[config.mk]
export PLATFORM = sky130hd
export DESIGN_NAME = ant_colony_sched_flat
export DESIGN_NICKNAME = d
export VERILOG_FILES = /design/src/rtl/ant_colony_sched_pkg.sv /design/src/rtl/ant_colony_sched_if.sv /design/src/rtl/ant_colony_sched_rr_pick.sv /design/src/rtl/ant_colony_sched.sv /design/src/flat_wrapper.sv
export SDC_FILE = /design/constraint.sdc
export NUM_CORES = 1
export LEC_CHECK = 0
export BUFFER_PORTS_ARGS = -buffer_cell sky130_fd_sc_hd__buf_2
export CAP_MARGIN = 5
export CELL_PAD_IN_SITES_DETAIL_PLACEMENT = 1
export CELL_PAD_IN_SITES_GLOBAL_PLACEMENT = 1
export CORE_AREA = 3 3 86 88
export CTS_CLUSTER_DIAMETER = 50
export CTS_CLUSTER_SIZE = 25
export DETAILED_ROUTE_END_ITERATION = 8
export DIE_AREA = 0 0 89 91
export GPL_TIMING_DRIVEN = 0
export PLACE_DENSITY = 0.75
export SYNTH_ARGS = -nofsm -noshare
export SYNTH_HDL_FRONTEND = slang
export SYNTH_SLANG_ARGS = --single-unit
[constraint.sdc]
create_clock -name clk -period 2.3 [get_ports clk]
set_input_delay 0 -clock clk [delete_from_list [all_inputs] [get_ports clk]]
set_output_delay 0 -clock clk [all_outputs]
set_load 0.1 [all_outputs]
[src/rtl/ant_colony_sched_pkg.sv]
// Shared move codes, widths and scheduler state type for the ant colony scheduler.
package ant_colony_sched_pkg;
  localparam logic [1:0] MV_HALT    = 2'b00;
  localparam logic [1:0] MV_RIGHT   = 2'b01;
  localparam logic [1:0] MV_LEFT    = 2'b10;
  localparam logic [1:0] MV_FORWARD = 2'b11;

  localparam int PH_WIDTH_DEF = 2;
  localparam int CYC_W        = 10;

  typedef enum logic [1:0] {
    ST_IDLE,
    ST_PICK,
    ST_RUN,
    ST_DONE
  } state_t;
endpackage

[src/rtl/ant_colony_sched_if.sv]
// Maze-engine handshake bundle: scheduler is master, maze model is slave.
interface ant_colony_sched_if #(
  parameter int PH_WIDTH = 2
);
  logic                maze_valid;
  logic                maze_ready;
  logic [1:0]          maze_move;
  logic [PH_WIDTH-1:0] maze_ph_drop;
  logic                maze_escape;

  modport master (
    output maze_valid, maze_move, maze_ph_drop,
    input  maze_ready, maze_escape
  );

  modport slave (
    input  maze_valid, maze_move, maze_ph_drop,
    output maze_ready, maze_escape
  );
endinterface

[src/rtl/ant_colony_sched_rr_pick.sv]
// Round-robin picker: first eligible index at or after ptr, wrapping to 0.
module rr_pick #(
  parameter int N  = 4,
  parameter int IW = 2
) (
  input  logic [N-1:0]  eligible,
  input  logic [IW-1:0] ptr,
  output logic [N-1:0]  grant,
  output logic [IW-1:0] grant_idx,
  output logic          found
);
  always_comb begin
    grant     = '0;
    grant_idx = '0;
    found     = 1'b0;
    // k is the distance from ptr; the first eligible hit in distance order wins
    for (int unsigned k = 0; k < N; k++) begin
      for (int unsigned i = 0; i < N; i++) begin
        if (!found && eligible[i] && (i == (32'(ptr) + k) % N)) begin
          grant[i]  = 1'b1;
          grant_idx = IW'(i);
          found     = 1'b1;
        end
      end
    end
  end
endmodule

[src/rtl/ant_colony_sched.sv]
// Round-robin scheduler sharing one maze engine among N_ANT ant controllers,
// with per-ant pheromone budgets, sticky escape flags and a global cycle limit.
module ant_colony_sched
  import ant_colony_sched_pkg::*;
#(
  parameter int N_ANT    = 4,
  parameter int PH_WIDTH = PH_WIDTH_DEF,
  parameter int TURN_LEN = 8,
  parameter int BUDGET   = 6,
  parameter int MAX_CYC  = 1023
) (
  input  logic                      clk,
  input  logic                      rst_n,
  input  logic                      start,
  input  logic [2*N_ANT-1:0]        ant_move,
  input  logic [PH_WIDTH*N_ANT-1:0] ant_ph_drop,
  output logic [N_ANT-1:0]          ant_sel,
  ant_colony_sched_if.master        maze,
  output logic [N_ANT-1:0]          escaped,
  output logic                      busy,
  output logic                      done,
  output logic                      timeout
);
  localparam int IW = (N_ANT > 1) ? $clog2(N_ANT) : 1;
  localparam int BW = $clog2(BUDGET + 1);
  localparam int MW = $clog2(TURN_LEN + 1);

  state_t              state, state_nxt;
  logic [IW-1:0]       ptr, cur, cur_inc, pick_idx;
  logic [N_ANT-1:0]    cur_sel, pick_grant;
  logic                pick_found;
  logic [MW-1:0]       move_cnt;
  logic [CYC_W-1:0]    cyc_cnt;
  logic [BW-1:0]       budget [N_ANT];
  logic                timeout_r;
  logic [1:0]          moves [N_ANT];
  logic [PH_WIDTH-1:0] drops [N_ANT];
  logic [PH_WIDTH-1:0] fwd_ph;
  logic                at_limit, hs, turn_end;

  rr_pick #(
    .N  (N_ANT),
    .IW (IW)
  ) u_rr_pick (
    .eligible  (~escaped),
    .ptr       (ptr),
    .grant     (pick_grant),
    .grant_idx (pick_idx),
    .found     (pick_found)
  );

  always_comb begin
    for (int unsigned i = 0; i < N_ANT; i++) begin
      moves[i] = ant_move[2*i +: 2];
      drops[i] = ant_ph_drop[i*PH_WIDTH +: PH_WIDTH];
    end
  end

  assign cur_inc = (cur == IW'(N_ANT - 1)) ? '0 : cur + IW'(1);
  assign timeout = timeout_r;

  always_ff @(posedge clk) begin
    if (!rst_n) state <= ST_IDLE;
    else        state <= state_nxt;
  end

  always_comb begin
    state_nxt          = state;
    ant_sel            = '0;
    maze.maze_valid    = 1'b0;
    maze.maze_move     = MV_HALT;
    maze.maze_ph_drop  = '0;
    fwd_ph             = '0;
    hs                 = 1'b0;
    turn_end           = 1'b0;
    busy               = (state == ST_PICK) || (state == ST_RUN);
    done               = (state == ST_DONE);
    at_limit           = busy && (cyc_cnt == CYC_W'(MAX_CYC));
    case (state)
      ST_IDLE: if (start) state_nxt = ST_PICK;
      ST_PICK: state_nxt = (at_limit || !pick_found) ? ST_DONE : ST_RUN;
      ST_RUN: begin
        // pass-through from the granted ant: a stalled move follows its source
        fwd_ph            = (budget[cur] != '0) ? drops[cur] : '0;
        ant_sel           = cur_sel;
        maze.maze_valid   = 1'b1;
        maze.maze_move    = moves[cur];
        maze.maze_ph_drop = fwd_ph;
        hs                = maze.maze_ready;
        turn_end          = hs && (move_cnt == MW'(TURN_LEN - 1));
        if (at_limit)                          state_nxt = ST_DONE;
        else if (maze.maze_escape || turn_end) state_nxt = ST_PICK;
      end
      ST_DONE: if (start) state_nxt = ST_PICK;
      default: state_nxt = ST_IDLE;
    endcase
  end

  always_ff @(posedge clk) begin
    if (!rst_n) begin
      ptr       <= '0;
      cur       <= '0;
      cur_sel   <= '0;
      move_cnt  <= '0;
      cyc_cnt   <= '0;
      escaped   <= '0;
      timeout_r <= 1'b0;
      for (int unsigned i = 0; i < N_ANT; i++) budget[i] <= BW'(BUDGET);
    end else begin
      if (busy) cyc_cnt <= cyc_cnt + CYC_W'(1);
      case (state)
        ST_PICK: begin
          if (at_limit) begin
            timeout_r <= 1'b1;
          end else if (pick_found) begin
            cur      <= pick_idx;
            cur_sel  <= pick_grant;
            move_cnt <= '0;
          end
        end
        ST_RUN: begin
          // hitting the cycle limit discards every other update of this cycle
          if (at_limit) begin
            timeout_r <= 1'b1;
          end else begin
            if (hs) begin
              move_cnt <= move_cnt + MW'(1);
              if (fwd_ph != '0) budget[cur] <= budget[cur] - BW'(1);
            end
            if (maze.maze_escape) begin
              escaped[cur] <= 1'b1;
              ptr          <= cur_inc;
            end else if (turn_end) begin
              ptr <= cur_inc;
            end
          end
        end
        ST_DONE: begin
          if (start) begin
            escaped   <= '0;
            cyc_cnt   <= '0;
            ptr       <= '0;
            timeout_r <= 1'b0;
            for (int unsigned i = 0; i < N_ANT; i++) budget[i] <= BW'(BUDGET);
          end
        end
        default: ;
      endcase
    end
  end
endmodule

[src/flat_wrapper.sv]
// flat-port wrapper written by rule: the top's interface ports become plain ports
module ant_colony_sched_flat import ant_colony_sched_pkg::*;
#(
  parameter int N_ANT    = 4,
  parameter int PH_WIDTH = PH_WIDTH_DEF,
  parameter int TURN_LEN = 8,
  parameter int BUDGET   = 6,
  parameter int MAX_CYC  = 1023
)
  (clk, rst_n, start, ant_move, ant_ph_drop, ant_sel, escaped, busy, done, timeout, maze_maze_valid, maze_maze_move, maze_maze_ph_drop, maze_maze_ready, maze_maze_escape);
  ant_colony_sched_if #(.PH_WIDTH(PH_WIDTH)) maze_i ();
  input  logic clk;
  input  logic rst_n;
  input  logic start;
  input  logic [2*N_ANT-1:0] ant_move;
  input  logic [PH_WIDTH*N_ANT-1:0] ant_ph_drop;
  output logic [N_ANT-1:0] ant_sel;
  output logic [N_ANT-1:0] escaped;
  output logic busy;
  output logic done;
  output logic timeout;
  output wire logic [$bits(maze_i.maze_valid)-1:0] maze_maze_valid;
  output wire logic [$bits(maze_i.maze_move)-1:0] maze_maze_move;
  output wire logic [$bits(maze_i.maze_ph_drop)-1:0] maze_maze_ph_drop;
  input wire logic [$bits(maze_i.maze_ready)-1:0] maze_maze_ready;
  input wire logic [$bits(maze_i.maze_escape)-1:0] maze_maze_escape;
  assign maze_maze_valid = maze_i.maze_valid;
  assign maze_maze_move = maze_i.maze_move;
  assign maze_maze_ph_drop = maze_i.maze_ph_drop;
  assign maze_i.maze_ready = maze_maze_ready;
  assign maze_i.maze_escape = maze_maze_escape;
  ant_colony_sched #(.N_ANT(N_ANT), .PH_WIDTH(PH_WIDTH), .TURN_LEN(TURN_LEN), .BUDGET(BUDGET), .MAX_CYC(MAX_CYC)) u_core (.clk(clk), .rst_n(rst_n), .start(start), .ant_move(ant_move), .ant_ph_drop(ant_ph_drop), .ant_sel(ant_sel), .maze(maze_i), .escaped(escaped), .busy(busy), .done(done), .timeout(timeout));
endmodule
==> metrics <==
result of the run=complete, no violations; insertion delay to the later sink of the worst-skew pair=300 ps; part of the total power dissipated in sequential elements=35.2%; dpl cells=349; leakage power figure=1.10 nW; number of flops mapped to enable cells by yosys=12; Design Area, Final=2820 um2; I/O pins=37; CORE AREA=6720 um2; number of antenna violations at the first check in global routing=0; GRT Residual Overflow=0; final-report max-slew violation count=0; fraction of power spent switching nets=45.6%; non-filler cells in the finished layout=362; actual slew at the worst max-slew pin=739 ps; Internal Pwr Total=1.56 mW; total die area=8100 um2; placed standard-cell area=2630 um2; setup-violating endpoint count in the final report=0; detail-routed via count per cell=5.26; type of the tightest min-delay check=input pin to flop; initial cell density of the core=34.8%; Mean Syn Cell Area=9.98 um2; maximum net fanout on the critical path=7; max-capacitance violation count=0; timing-limited maximum frequency=452 MHz; vias in the first global route=1833; wire length of the first global-routing pass=9.11 mm; Setup CP Type=flop to flop; number of warning messages in the yosys log=0; register area share after synthesis=42.0%; largest area contributor in the synthesized netlist=sky130_fd_sc_hd__dfxtp_1; Psw=1.31 mW; sinks on the clock net=43; Synth Instances=234; number of nets in the final layout=314; # H-tree levels=2; maximum vdd ir drop=962 uV; number of hold violations in the final report=0; number of placement rows=30; Max-Slew Margin vs Limit=50.8%; met1 global-route usage=19.5%; P per Cell Area=1020 nW/um2; post-detailed-routing wire length=5.78 mm; nature of the critical path endpoint=flop; Syn Nets=267; Iteration-0 DRC Markers=67; share of total power in the clock network=17.2%; Global Route Usage Sum=14.4%; root buf cell=sky130_fd_sc_hd__clkbuf_8; number of search-and-repair iterations in the first detailed-routing pass=4; wire length per cell=16.0 um; unique cell type count in the Yosys netlist=49; DR DRC count=0; sort of element at the start of the critical path=flop; met2 demand-to-capacity share in global routing=23.7%; clock slew at the register clock pins of the worst setup and hold paths=90 ps; area fraction of the dominant cell type after synthesis=26.6%; gr busiest metal=met2; floorplan die height=91 um; endpoint arrival time on the critical path=2230 ps; met3 demand-to-capacity share in global routing=2.00%; setup_tns=0 ps; area of the mapped netlist=2340 um2; reg-to-reg slack, setup=90 ps; HPWL reported at the end of detailed placement=4.51 mm; final antenna-violating net count=0; Async S/R FF share, synth=0%; largest net degree at the start of global routing=16; final clock period utilization by the worst path=96.2%; Port Buffers=35; number of storage elements in the synthesis netlist=43; Worst EP required=2310 ps; CTS tree=yes; setup clock skew after layout=4.91 ps; part of the total power dissipated in combinational logic=47.5%; maximum clock insertion buffer count=2; via count=1905; final worst path period need=2210 ps; die extent in x=89 um; Syn-to-layout area delta=20.7%; number of buffers created by CTS=5; global placement routability congestion=0.824; antenna cells=0; fraction of layout cells with a size suffix above 1=30.1%; leading cell types by total area after synthesis=sky130_fd_sc_hd__dfxtp_1, sky130_fd_sc_hd__edfxtp_1, sky130_fd_sc_hd__mux4_2, sky130_fd_sc_hd__ha_1, sky130_fd_sc_hd__nand2_1; Top FF cell, synth=sky130_fd_sc_hd__dfxtp_1
[per-layer routing]
metal / vias up / routed length [um] / share of wire [%]
met5: - / 0 / 0
met4: 0 / 69 / 1.2
met3: 7 / 243 / 4.2
met2: 43 / 2780 / 48
met1: 910 / 2680 / 46
li1: 945 / - / -
[layout by cell type, fill, tap and decap left out, types with 2 or more instances in the layout]
cell type,n
sky130_fd_sc_hd__edfxtp_1,12
sky130_fd_sc_hd__dfxtp_1,30
sky130_fd_sc_hd__nor2_1,21
sky130_fd_sc_hd__clkinv_4,2
sky130_fd_sc_hd__xor2_1,5
sky130_fd_sc_hd__and2_1,12
sky130_fd_sc_hd__nand2_2,6
sky130_fd_sc_hd__a32o_1,2
sky130_fd_sc_hd__clkbuf_8,6
sky130_fd_sc_hd__inv_1,12
sky130_fd_sc_hd__buf_4,5
sky130_fd_sc_hd__a211oi_1,3
sky130_fd_sc_hd__nor2b_1,6
sky130_fd_sc_hd__o21ai_0,13
sky130_fd_sc_hd__nor3_1,3
sky130_fd_sc_hd__mux2i_1,4
sky130_fd_sc_hd__clkbuf_1,3
sky130_fd_sc_hd__ha_1,9
sky130_fd_sc_hd__nand3_2,2
sky130_fd_sc_hd__ha_2,2
sky130_fd_sc_hd__o31ai_4,2
sky130_fd_sc_hd__and3_1,2
sky130_fd_sc_hd__a21oi_1,13
sky130_fd_sc_hd__nand3_1,5
sky130_fd_sc_hd__buf_2,34
sky130_fd_sc_hd__or3_1,2
sky130_fd_sc_hd__xnor2_1,2
sky130_fd_sc_hd__mux4_2,7
sky130_fd_sc_hd__nand2_4,2
sky130_fd_sc_hd__mux2_2,2
sky130_fd_sc_hd__nand2_1,19
sky130_fd_sc_hd__a221oi_1,2
sky130_fd_sc_hd__nand4_1,5
[timing repair]
item,4_1_cts,5_1_grt
hold buffers,0,0
resized for setup,10,9
buffers inserted,4,1
pin swaps,2,1
cloned,0,0
endpoints found under the setup margin,26,22
[worst max-delay path, stage by stage, from the launching register on]
cell and delay [ps]:
sky130_fd_sc_hd__dfxtp_4 370, sky130_fd_sc_hd__mux4_2 340, sky130_fd_sc_hd__inv_1 40, sky130_fd_sc_hd__ha_1 200, sky130_fd_sc_hd__ha_2 200, sky130_fd_sc_hd__nor2b_4 130
sky130_fd_sc_hd__nand3_2 100, sky130_fd_sc_hd__nor3b_4 210, sky130_fd_sc_hd__buf_6 150, sky130_fd_sc_hd__nand2_2 80, sky130_fd_sc_hd__nand2_4 100
[synth_stat cells, types with 5 or more instances]
master	count
sky130_fd_sc_hd__edfxtp_1	12
sky130_fd_sc_hd__xor2_1	5
sky130_fd_sc_hd__and2_1	12
sky130_fd_sc_hd__mux4_2	7
sky130_fd_sc_hd__ha_1	12
sky130_fd_sc_hd__nand2_1	27
sky130_fd_sc_hd__nor2_1	21
sky130_fd_sc_hd__a21oi_1	13
sky130_fd_sc_hd__inv_1	12
sky130_fd_sc_hd__nand3_1	6
sky130_fd_sc_hd__nand4_1	5
sky130_fd_sc_hd__nor2b_1	7
sky130_fd_sc_hd__o21ai_0	13
sky130_fd_sc_hd__dfxtp_1	31
[power groups by stage]
stage	logic [mW]	clock network, mW	registers, mW
after global placement	1.28	0	1.02
after CTS	1.36	0.512	1.01
after floorplan	0.984	0	1.09
after detailed placement	1.31	0	1.03
after global routing	1.47	0.542	1.03
final	1.36	0.494	1.01
[final timing paths]
check                                 start                                 to  depth (start not counted)
min reg2reg  u_core.cur_sel[3]$_SDFFE_PN0P_     u_core.cur_sel[3]$_SDFFE_PN0P_                          2
min                                   start        u_core.timeout$_SDFFE_PN0P_                          3
max                                    flop  u_core.budget[0][2]$_SDFFCE_PN1P_                         10
max reg2reg                            flop  u_core.budget[0][2]$_SDFFCE_PN1P_                         10
[through the flow]
stage | setup slack [ps] | hold WS [ps] | utilization [%] | total power [mW]
after global routing | -11.9 | 107 | 42.0 | 3.05
after CTS | 1.37 | 90.5 | 41.4 | 2.88
after global placement | -255 | 385 | 39.1 | 2.29
final | 88.0 | 102 | 42.0 | 2.87
after floorplan | -7.61 | 212 | - | 2.07
after detailed placement | -328 | 398 | 39.1 | 2.34
[area by class of cell]
cell class / instances / area, um2
Fill cell: 782 / 3900
Multi-Input combinational cell: 174 / 1340
Sequential cell: 43 / 985
Timing Repair Buffer: 40 / 219
Tap cell: 80 / 100
Clock buffer: 5 / 68.8
Inverter: 12 / 45.0
Buffer: 5 / 32.5
Clock inverter: 3 / 25.0
[cells by family after synthesis]
| group | after synthesis | synth area share, % |
|---|---|---|
| flip-flops | 43 | 42.0 |
| AO/OA/AOI/OAI | 46 | 13.9 |
| AND/OR/NAND/NOR | 96 | 22.3 |
| buffers and inverters | 17 | 3.32 |
| adder cells (fa/ha/maj) | 12 | 6.43 |
| XOR/XNOR | 7 | 2.62 |
| multiplexers | 13 | 9.43 |
[registers in the layout, indices dropped and copies added, names as in the netlist, 2 cells and up, named ones only]
name / count
u_core.cur_sel: 4
u_core.move_cnt: 4
u_core.cyc_cnt: 10
u_core.budget: 12
u_core.ptr: 2
u_core.state: 2
u_core.cur: 2
u_core.escaped: 4
No activity file was read; power rests on OpenSTA's default activity.
